==> src/rtl/spi_target.sv <==
// spi_target: SPI responder oversampled in the clk domain, full-duplex byte exchange
//   with valid/ready side buses. Default build is mode 0 (CPOL=0/CPHA=0).
//   Define SPI_TARGET_MODE3_EN for mode 3 (CPOL=1/CPHA=1).
// Ports:
//   clk, reset_n                    system clock (>= 4x spi_clk), async active-low reset
//   spi_clk, spi_mosi, spi_cs_n     SPI pins from the master (async to clk)
//   spi_miso, spi_miso_oe           serial data to master and its tristate enable
//   tx_data, tx_valid, tx_ready     next byte to send, one-entry holding register
//   rx_data, rx_valid, rx_ready     last received byte, held until accepted
//   busy                            synchronised chip select is active
//   overrun, underrun, status_clr   sticky error flags and their clear strobe
module spi_target #(
  parameter int         SYNC_STAGES = 2,
  parameter logic [7:0] IDLE_BYTE   = 8'hFF
) (
  input  logic       clk,
  input  logic       reset_n,
  input  logic       spi_clk,
  input  logic       spi_mosi,
  input  logic       spi_cs_n,
  output logic       spi_miso,
  output logic       spi_miso_oe,
  input  logic [7:0] tx_data,
  input  logic       tx_valid,
  output logic       tx_ready,
  output logic [7:0] rx_data,
  output logic       rx_valid,
  input  logic       rx_ready,
  output logic       busy,
  output logic       overrun,
  output logic       underrun,
  input  logic       status_clr
);
  typedef enum logic [1:0] {IDLE, LOAD, SHIFT} state_t;
  state_t r_state, w_next;
  logic [SYNC_STAGES-1:0] r_sclk_s, r_mosi_s, r_cs_s;
  logic r_sclk_d, r_cs_d;
  logic [7:0] r_hold, r_tx_shift, r_rx_shift, r_rx_data;
  logic r_hold_full, r_miso, r_rx_valid, r_done, r_overrun, r_underrun;
  logic [3:0] r_bit_cnt;
  logic w_sclk, w_mosi, w_cs, w_rise, w_fall, w_cs_fall;
  logic w_active, w_reload, w_load, w_drive, w_shift_out, w_rx_bit, w_ovr_evt, w_oe;
  logic [7:0] w_byte;

  assign w_sclk    = r_sclk_s[SYNC_STAGES-1];
  assign w_mosi    = r_mosi_s[SYNC_STAGES-1];
  assign w_cs      = r_cs_s[SYNC_STAGES-1];
  assign w_rise    = w_sclk & ~r_sclk_d;
  assign w_fall    = ~w_sclk & r_sclk_d;
  assign w_cs_fall = ~w_cs & r_cs_d;
  assign w_active  = (r_state == SHIFT) & ~w_cs;
  // Falling edge after a completed byte starts the next one without a gap.
  assign w_reload  = w_active & w_fall & (r_bit_cnt == 4'd8);
  assign w_load    = ((r_state == LOAD) & ~w_cs) | w_reload;
  assign w_byte    = r_hold_full ? r_hold : IDLE_BYTE;
  assign w_rx_bit  = w_active & w_rise & (r_bit_cnt != 4'd8);
  assign w_ovr_evt = r_done & r_rx_valid & ~rx_ready;

`ifdef SPI_TARGET_MODE3_EN
  // Mode 3: MSB goes out on the first falling edge, so LOAD only fills the shifter.
  assign w_drive     = w_reload;
  assign w_shift_out = w_active & w_fall & (r_bit_cnt != 4'd8);
`else
  // Mode 0: MSB is presented at LOAD; the falling edge before the first rise is not a shift.
  assign w_drive     = w_load;
  assign w_shift_out = w_active & w_fall & (r_bit_cnt != 4'd0) & (r_bit_cnt != 4'd8);
`endif

  always_comb begin
    w_next = w_cs ? IDLE : (r_state == IDLE) ? (w_cs_fall ? LOAD : IDLE) : (r_state == LOAD) ? SHIFT : r_state;
    w_oe   = r_state != IDLE;
  end

  always_ff @(posedge clk or negedge reset_n) begin
    if (!reset_n) begin
      r_state  <= IDLE;
      r_sclk_s <= '0;
      r_mosi_s <= '0;
      r_cs_s   <= '1;
      r_sclk_d <= 1'b0;
      r_cs_d   <= 1'b1;
    end else begin
      r_state  <= w_next;
      r_sclk_s <= {r_sclk_s[SYNC_STAGES-2:0], spi_clk};
      r_mosi_s <= {r_mosi_s[SYNC_STAGES-2:0], spi_mosi};
      r_cs_s   <= {r_cs_s[SYNC_STAGES-2:0], spi_cs_n};
      r_sclk_d <= w_sclk;
      r_cs_d   <= w_cs;
    end
  end

  always_ff @(posedge clk or negedge reset_n) begin
    if (!reset_n) begin
      r_hold      <= '0;
      r_hold_full <= 1'b0;
    end else begin
      if (w_load) r_hold_full <= 1'b0;
      if (tx_valid && !r_hold_full) begin
        r_hold      <= tx_data;
        r_hold_full <= 1'b1;
      end
    end
  end

  always_ff @(posedge clk or negedge reset_n) begin
    if (!reset_n) begin
      r_bit_cnt  <= '0;
      r_miso     <= 1'b1;
      r_tx_shift <= '1;
      r_rx_shift <= '0;
      r_done     <= 1'b0;
    end else begin
      r_done <= w_rx_bit & (r_bit_cnt == 4'd7);
      if (w_cs) begin
        r_bit_cnt <= '0;
        r_miso    <= 1'b1;
      end else begin
        if (w_load) begin
          r_bit_cnt  <= '0;
          r_tx_shift <= w_drive ? {w_byte[6:0], 1'b1} : w_byte;
          if (w_drive) r_miso <= w_byte[7];
        end else if (w_shift_out) begin
          r_miso     <= r_tx_shift[7];
          r_tx_shift <= {r_tx_shift[6:0], 1'b1};
        end
        if (w_rx_bit) begin
          r_rx_shift <= {r_rx_shift[6:0], w_mosi};
          r_bit_cnt  <= r_bit_cnt + 4'd1;
        end
      end
    end
  end

  always_ff @(posedge clk or negedge reset_n) begin
    if (!reset_n) begin
      r_rx_data  <= '0;
      r_rx_valid <= 1'b0;
      r_overrun  <= 1'b0;
      r_underrun <= 1'b0;
    end else begin
      // A byte completing in the same cycle the consumer accepts replaces the old one.
      if (r_done && !(r_rx_valid && !rx_ready)) begin
        r_rx_data  <= r_rx_shift;
        r_rx_valid <= 1'b1;
      end else if (r_rx_valid && rx_ready) begin
        r_rx_valid <= 1'b0;
      end
      r_overrun  <= w_ovr_evt | (r_overrun & ~status_clr);
      r_underrun <= (w_load & ~r_hold_full) | (r_underrun & ~status_clr);
    end
  end

  assign spi_miso    = r_miso;
  assign spi_miso_oe = w_oe;
  assign tx_ready    = ~r_hold_full;
  assign rx_data     = r_rx_data;
  assign rx_valid    = r_rx_valid;
  assign busy        = ~w_cs;
  assign overrun     = r_overrun;
  assign underrun    = r_underrun;
endmodule

==> config.mk <==
export PLATFORM = sky130hd
export DESIGN_NAME = spi_target
export DESIGN_NICKNAME = d
export VERILOG_FILES = /design/src/rtl/spi_target.sv
export SDC_FILE = /design/constraint.sdc
export NUM_CORES = 1
export LEC_CHECK = 0
export CAP_MARGIN = 20
export CORE_ASPECT_RATIO = 1.1
export CORE_MARGIN = 4
export CORE_UTILIZATION = 40
export DETAILED_ROUTE_END_ITERATION = 10
export REMOVE_ABC_BUFFERS = 1
export SETUP_SLACK_MARGIN = 0.3
export SYNTH_ARGS = -nofsm -noshare
export SYNTH_HDL_FRONTEND = slang
export SYNTH_SLANG_ARGS = --single-unit
==> constraint.sdc <==
create_clock -name clk -period 1.65 [get_ports clk]
set_clock_uncertainty 0.05 [all_clocks]
set_input_delay 0.33 -clock clk [delete_from_list [all_inputs] [get_ports clk]]
set_output_delay 0.33 -clock clk [all_outputs]
set_load 0.01 [all_outputs]
; ---- Word level (Yosys, flattened, before mapping)
; Cells that the tools add are included.
; W data, S select, Z words.
[totals]
register_bits = 52
in_bits = 16
[classes]
addsub = 1
n_eq_ne = 5
muxes = 17
bitwise_logic = 26
reduce_logical = 18
[ops]
columns = cell, n
row1 = $mux W8, 3
row2 = $and A1 B1 Y1, 17
row3 = $mux W4, 3
row4 = $reduce_bool A3 Y1, 3
row5 = $mux W1, 8
row6 = $reduce_bool A2 Y1, 4
row7 = $mux W2, 3
row8 = $not A1 Y1, 6
row9 = $add A4 B1 Y4 const B, 1
row10 = $eq A4 B3 Y1 const B, 1
row11 = $eq A4 B4 Y1 const B, 1
row12 = $logic_and A1 B1 Y1, 4
row13 = $ne A4 B4 Y1 const B, 1
row14 = $reduce_and A2 Y1, 2
row15 = $reduce_bool A4 Y1, 1
row16 = $logic_not A1 Y1, 3
row17 = $or A1 B1 Y1, 3
row18 = $eq A2 B1 Y1 const B, 1
row19 = $eq A2 B2 Y1 const B, 1
row20 = $logic_not A2 Y1, 1

; ---- Depth between registers and ports, before layout
[depth]
depth_word = 8
depth_mapped = 7

; ---- Worst setup path after synthesis
; OpenSTA, ideal clock, no wires.
[synth_path]
path_kind = register -> register
startpoint = register r_bit_cnt[0]
endpoint = register r_miso (netlist: spi_miso)
setup_time_ns = 0.073
arrival_ns = 1.526
setup_slack_ns = 0.001
stages_incl_launch_ff = 7
n_path_buf = 0
path_cell_list = dfrtp_1 inv_1 ha_1 or3b_1 a31oi_2 a221oi_1 o21ai_1
[synth_via]
elab_chain_cells = 5
elab_cells_between_ends = 10
[synth_rtl]
columns = element, line
row1 = start: declaration, 40  ; logic [3:0] r_bit_cnt;
row2 = start signal: assignment, 128  ; r_bit_cnt <= r_bit_cnt + 4'd1;
row3 = $eq A4 B4 Y1, 53  ; assign w_reload = w_active & w_fall & (r_bit_cnt == 4'd8);
row4 = $and A1 B1 Y1, 53
row5 = $or A1 B1 Y1, 54  ; assign w_load = ((r_state == LOAD) & ~w_cs) | w_reload;
row6 = $mux W1, 118  ; if (w_load) begin
row7 = $mux W1, 114  ; if (w_cs) begin
row8 = end signal: assignment, 121  ; if (w_drive) r_miso <= w_byte[7];
row9 = end signal: assignment, 123  ; r_miso <= r_tx_shift[7];
row10 = end: declaration, 39  ; logic r_hold_full, r_miso, r_rx_valid, r_done, r_overrun, r_underrun;
; Several ways; a longest one is shown, not always the timed one.
; A chain may end at the register's enable or synchronous reset.

; ---- Worst setup path after layout
[layout_path]
startpoint = register r_state[0]
endpoint = register r_bit_cnt[2]
[layout_via]
elab_chain_cells = 6
elab_cells_between_ends = 12
[layout_rtl]
columns = element, line
row1 = start: declaration, 35  ; state_t r_state, w_next;
row2 = start signal: assignment, 83  ; r_state <= w_next;
row3 = $eq A2 B2 Y1, 51  ; assign w_active = (r_state == SHIFT) & ~w_cs;
row4 = $and A1 B1 Y1, 51
row5 = $and A1 B1 Y1 (on tied branches) (2 in series), "53, 56"
row6 = $or A1 B1 Y1 or $mux W4 (tied branches), "54, 126"
row7 = $reduce_bool A3 Y1 (no source line) or $mux W4 (tied branches), --
; Several ways; a longest one is shown, not always the timed one.

==> metrics.txt <==
status finished with violations; failing checks negative setup slack; Synth async-reset ratio 1.00; share of layout cells above drive strength 1 0.463; Netlist cell types 36; maximum VDD drop between 0.0005 and 0.0006 V; WP data required approximately 1.8 ns; Final Core Density 0.595; placement row count 27; Post-layout nets about 240; H-Tree Depth 2; Sequential Power Share 0.545; actual slew at the worst max-slew pin ~0.37 ns; drt wl/cell 15.2 um; synth top area cells dfrtp_1, dfstp_2, mux2_2; chip width between 70 and 80 um; worst hold path class reg2reg; port bufs 30; Vias approximately 1500; total gr overflow 0; Die Area between 0.006 and 0.007 mm2; Pins Over Slew Limit 0; final wirelength about 4.3 mm; Fin. Hold Viols 0; count of final setup violators 7; Avg Cell Area, Syn approximately 13 um2; Psw around 0.0008 W; dpl hpwl approximately 2.8 mm; post-synthesis cell area between 0.002 and 0.0025 mm2; # clock sinks 51; Die H around 84 um; # diodes 0; total of max-cap violations 0; initial antenna violation count 0; final worst setup slack -0.0373 ns; Final Cycle Share 1.02; worst skew pair latency roughly 0.29 ns; core area ~0.0050 mm2; largest net degree at the start of global routing 52; Power, Total just over 0.003 W; clk slew on worst S/H paths 0.08 ns; FF-to-FF setup slack -0.04 ns; predominant post-synthesis flop cell dfrtp_1; #FFs+latches synth 51; first-pass GRT wire length ~7.2 mm; RSZ-0062 raised after global routing yes; HP Start r_sclk_s[0]$_DFF_PN0_; crit path kind reg2reg; LEAKAGE 1.40 nW; r2r worst-path depth 5; Yosys warnings 0; sequential share of the synthesized area 0.616; fmax between 500 and 600 MHz; first-pass iteration count of the detailed router 4; post-synth top area share 0.478; relative slew slack 0.753; Starting DRT DRC Count ~50; DR vias/cell a little over 5; clock tree buffer depth 2; CTS tree done; power per cell area just over 1000 mW/mm2; DRT antenna net count 0; Final min period 1.69 ns; Worst EP arrival about 1.8 ns; RD Place Congestion between 0.7 and 0.8; finished layout cell area 0.00299 mm2; Clock power frac 0.246; DP Cell Count 256; worst reg2reg endpoint r_bit_cnt[2]$_DFFE_PN0P_; pre-CTS WS -0.0234 ns; Layout area overhead 42.9%; final non-filler cell total between 200 and 300; Total GRT Usage 0.138; Int Power 0.00225 W; hold path depth 0; crit start category flip-flop; root buf cell clkbuf_8; TritonCTS Buffers 5; Syn Inst Count between 150 and 200; dominant cell type by area after synthesis dfrtp_1; number of global-route vias before repair between 1500 and 2000; IO Pins 31; instance area at placement about 0.0026 mm2; EDFF count, synth 0; Worst setup EP type flip-flop; RR Startpoint r_state[0]$_DFFE_PN0P_; Sw Share 0.262; Min-Delay Endpoint r_sclk_s[1]$_DFF_PN0_; Comb pwr share 0.210; Initial Utilization 0.416; Residual DRC 0; crit path max fanout 6
[cells by family (layout without fill, tap and decap cells)]
kind of cell	Yosys count	in the layout	synth area share
flops	51	51	0.616
simple gates	34	34	0.103
compound gates	31	31	0.105
mux	20	20	0.121
buf+inv	20	88	0.0394
fa+ha+maj	2	2	0.0119
xor+xnor	1	1	0.00418
[area by class of cell]
class	count	area, um2
Fill cell	424	2040
Timing Repair Buffer	64	628
Clock buffer	8	100
Multi-Input combinational cell	88	840
Sequential cell	51	1290
Inverter	16	60.1
Tap cell	58	72.6
[critical path, stage by stage, from the launching register on]
cell and delay (ns):
dfrtp_2 0.42, buf_6 0.14, nor4bb_2 0.33, mux2i_2 0.13
and2_4 0.19, a221o_1 0.32
[routing by layer]
layer	track usage	vias up	part of all wire
met1	0.160	736	0.40
met2	0.248	24	0.56
li1	-	691	-
met3	0.0346	4	0.030
met5	0	-	0
met4	0.0421	0	0.010
[Yosys cell counts, types with 2 or more instances]
| library cell | n |
|---|---|
| o21ai_1 | 3 |
| ha_1 | 2 |
| inv_1 | 16 |
| nand2_1 | 10 |
| dfrtp_1 | 40 |
| a21oi_1 | 8 |
| mux2_4 | 8 |
| nor3_1 | 2 |
| nand2b_1 | 2 |
| nand3_1 | 2 |
| clkbuf_1 | 3 |
| o21ai_0 | 5 |
| nor4bb_1 | 2 |
| nor2_1 | 4 |
| a221o_1 | 6 |
| a31oi_2 | 2 |
| dfstp_2 | 11 |
| o22ai_1 | 2 |
| mux2_2 | 11 |
| a22o_1 | 2 |
| nor2b_1 | 3 |
[metrics by stage]
stage / TNS, ns / hold slack, ns
final: -0.0902 / 0.302
after global routing: -0.919 / 0.311
after CTS: 0 / 0.305
after detailed placement: -0.101 / 0.285
after global placement: 0 / 0.286
after floorplan: -0.270 / -0.0156
[what timing repair did]
item	CTS	global route
buffers inserted	13	7
endpoints found under the hold margin	40	0
resized for setup	51	33
pin swaps	8	7
hold buffers	1	0
endpoints found under the setup margin	37	42
[how the worst max path moves through the flow]
stage,start,slack [ns],cells past startpoint,to
2_1_floorplan,r_bit_cnt[0]$_DFFE_PN0P_,-0.03,5,r_rx_shift[0]$_DFFE_PN0P_
3_3_place_gp,r_state[1]$_DFFE_PN0P_,0.02,4,r_rx_shift[2]$_DFFE_PN0P_
3_5_place_dp,r_state[1]$_DFFE_PN0P_,-0.02,4,r_rx_shift[2]$_DFFE_PN0P_
4_1_cts,r_state[0]$_DFFE_PN0P_,0.02,5,r_rx_shift[2]$_DFFE_PN0P_
5_1_grt,r_state[0]$_DFFE_PN0P_,-0.08,5,r_bit_cnt[2]$_DFFE_PN0P_
6_report,r_state[0]$_DFFE_PN0P_,-0.04,5,r_bit_cnt[2]$_DFFE_PN0P_
[registers in the layout (all words and copies together), names as in the netlist, 4 cells and up]
name and count:
r_bit_cnt 4, r_hold 8, r_rx_shift 8, r_tx_shift 7, rx_data 8
[cell usage in the layout (no fill, tap or decap), types with 4 or more instances in the layout]
master,instances
a21oi_2,4
a221o_1,6
buf_4,18
buf_6,14
clkbuf_8,7
clkdlybuf4s15_1,11
clkdlybuf4s50_1,14
dfrtp_1,38
dfstp_2,11
inv_1,12
inv_2,4
mux2_2,11
mux2_4,8
nand2_1,9
o21ai_0,5
[power by group through the flow]
stage	sequential, W	clock, W	combinational (W)
floorplan	0.00165	0	0.000297
global placement	0.00166	0	0.000497
detailed placement	0.00168	0	0.000518
CTS	0.00165	0.000772	0.000565
global route	0.00169	0.000837	0.000705
finish	0.00166	0.000748	0.000638
(Power assumes the default switching activity.)
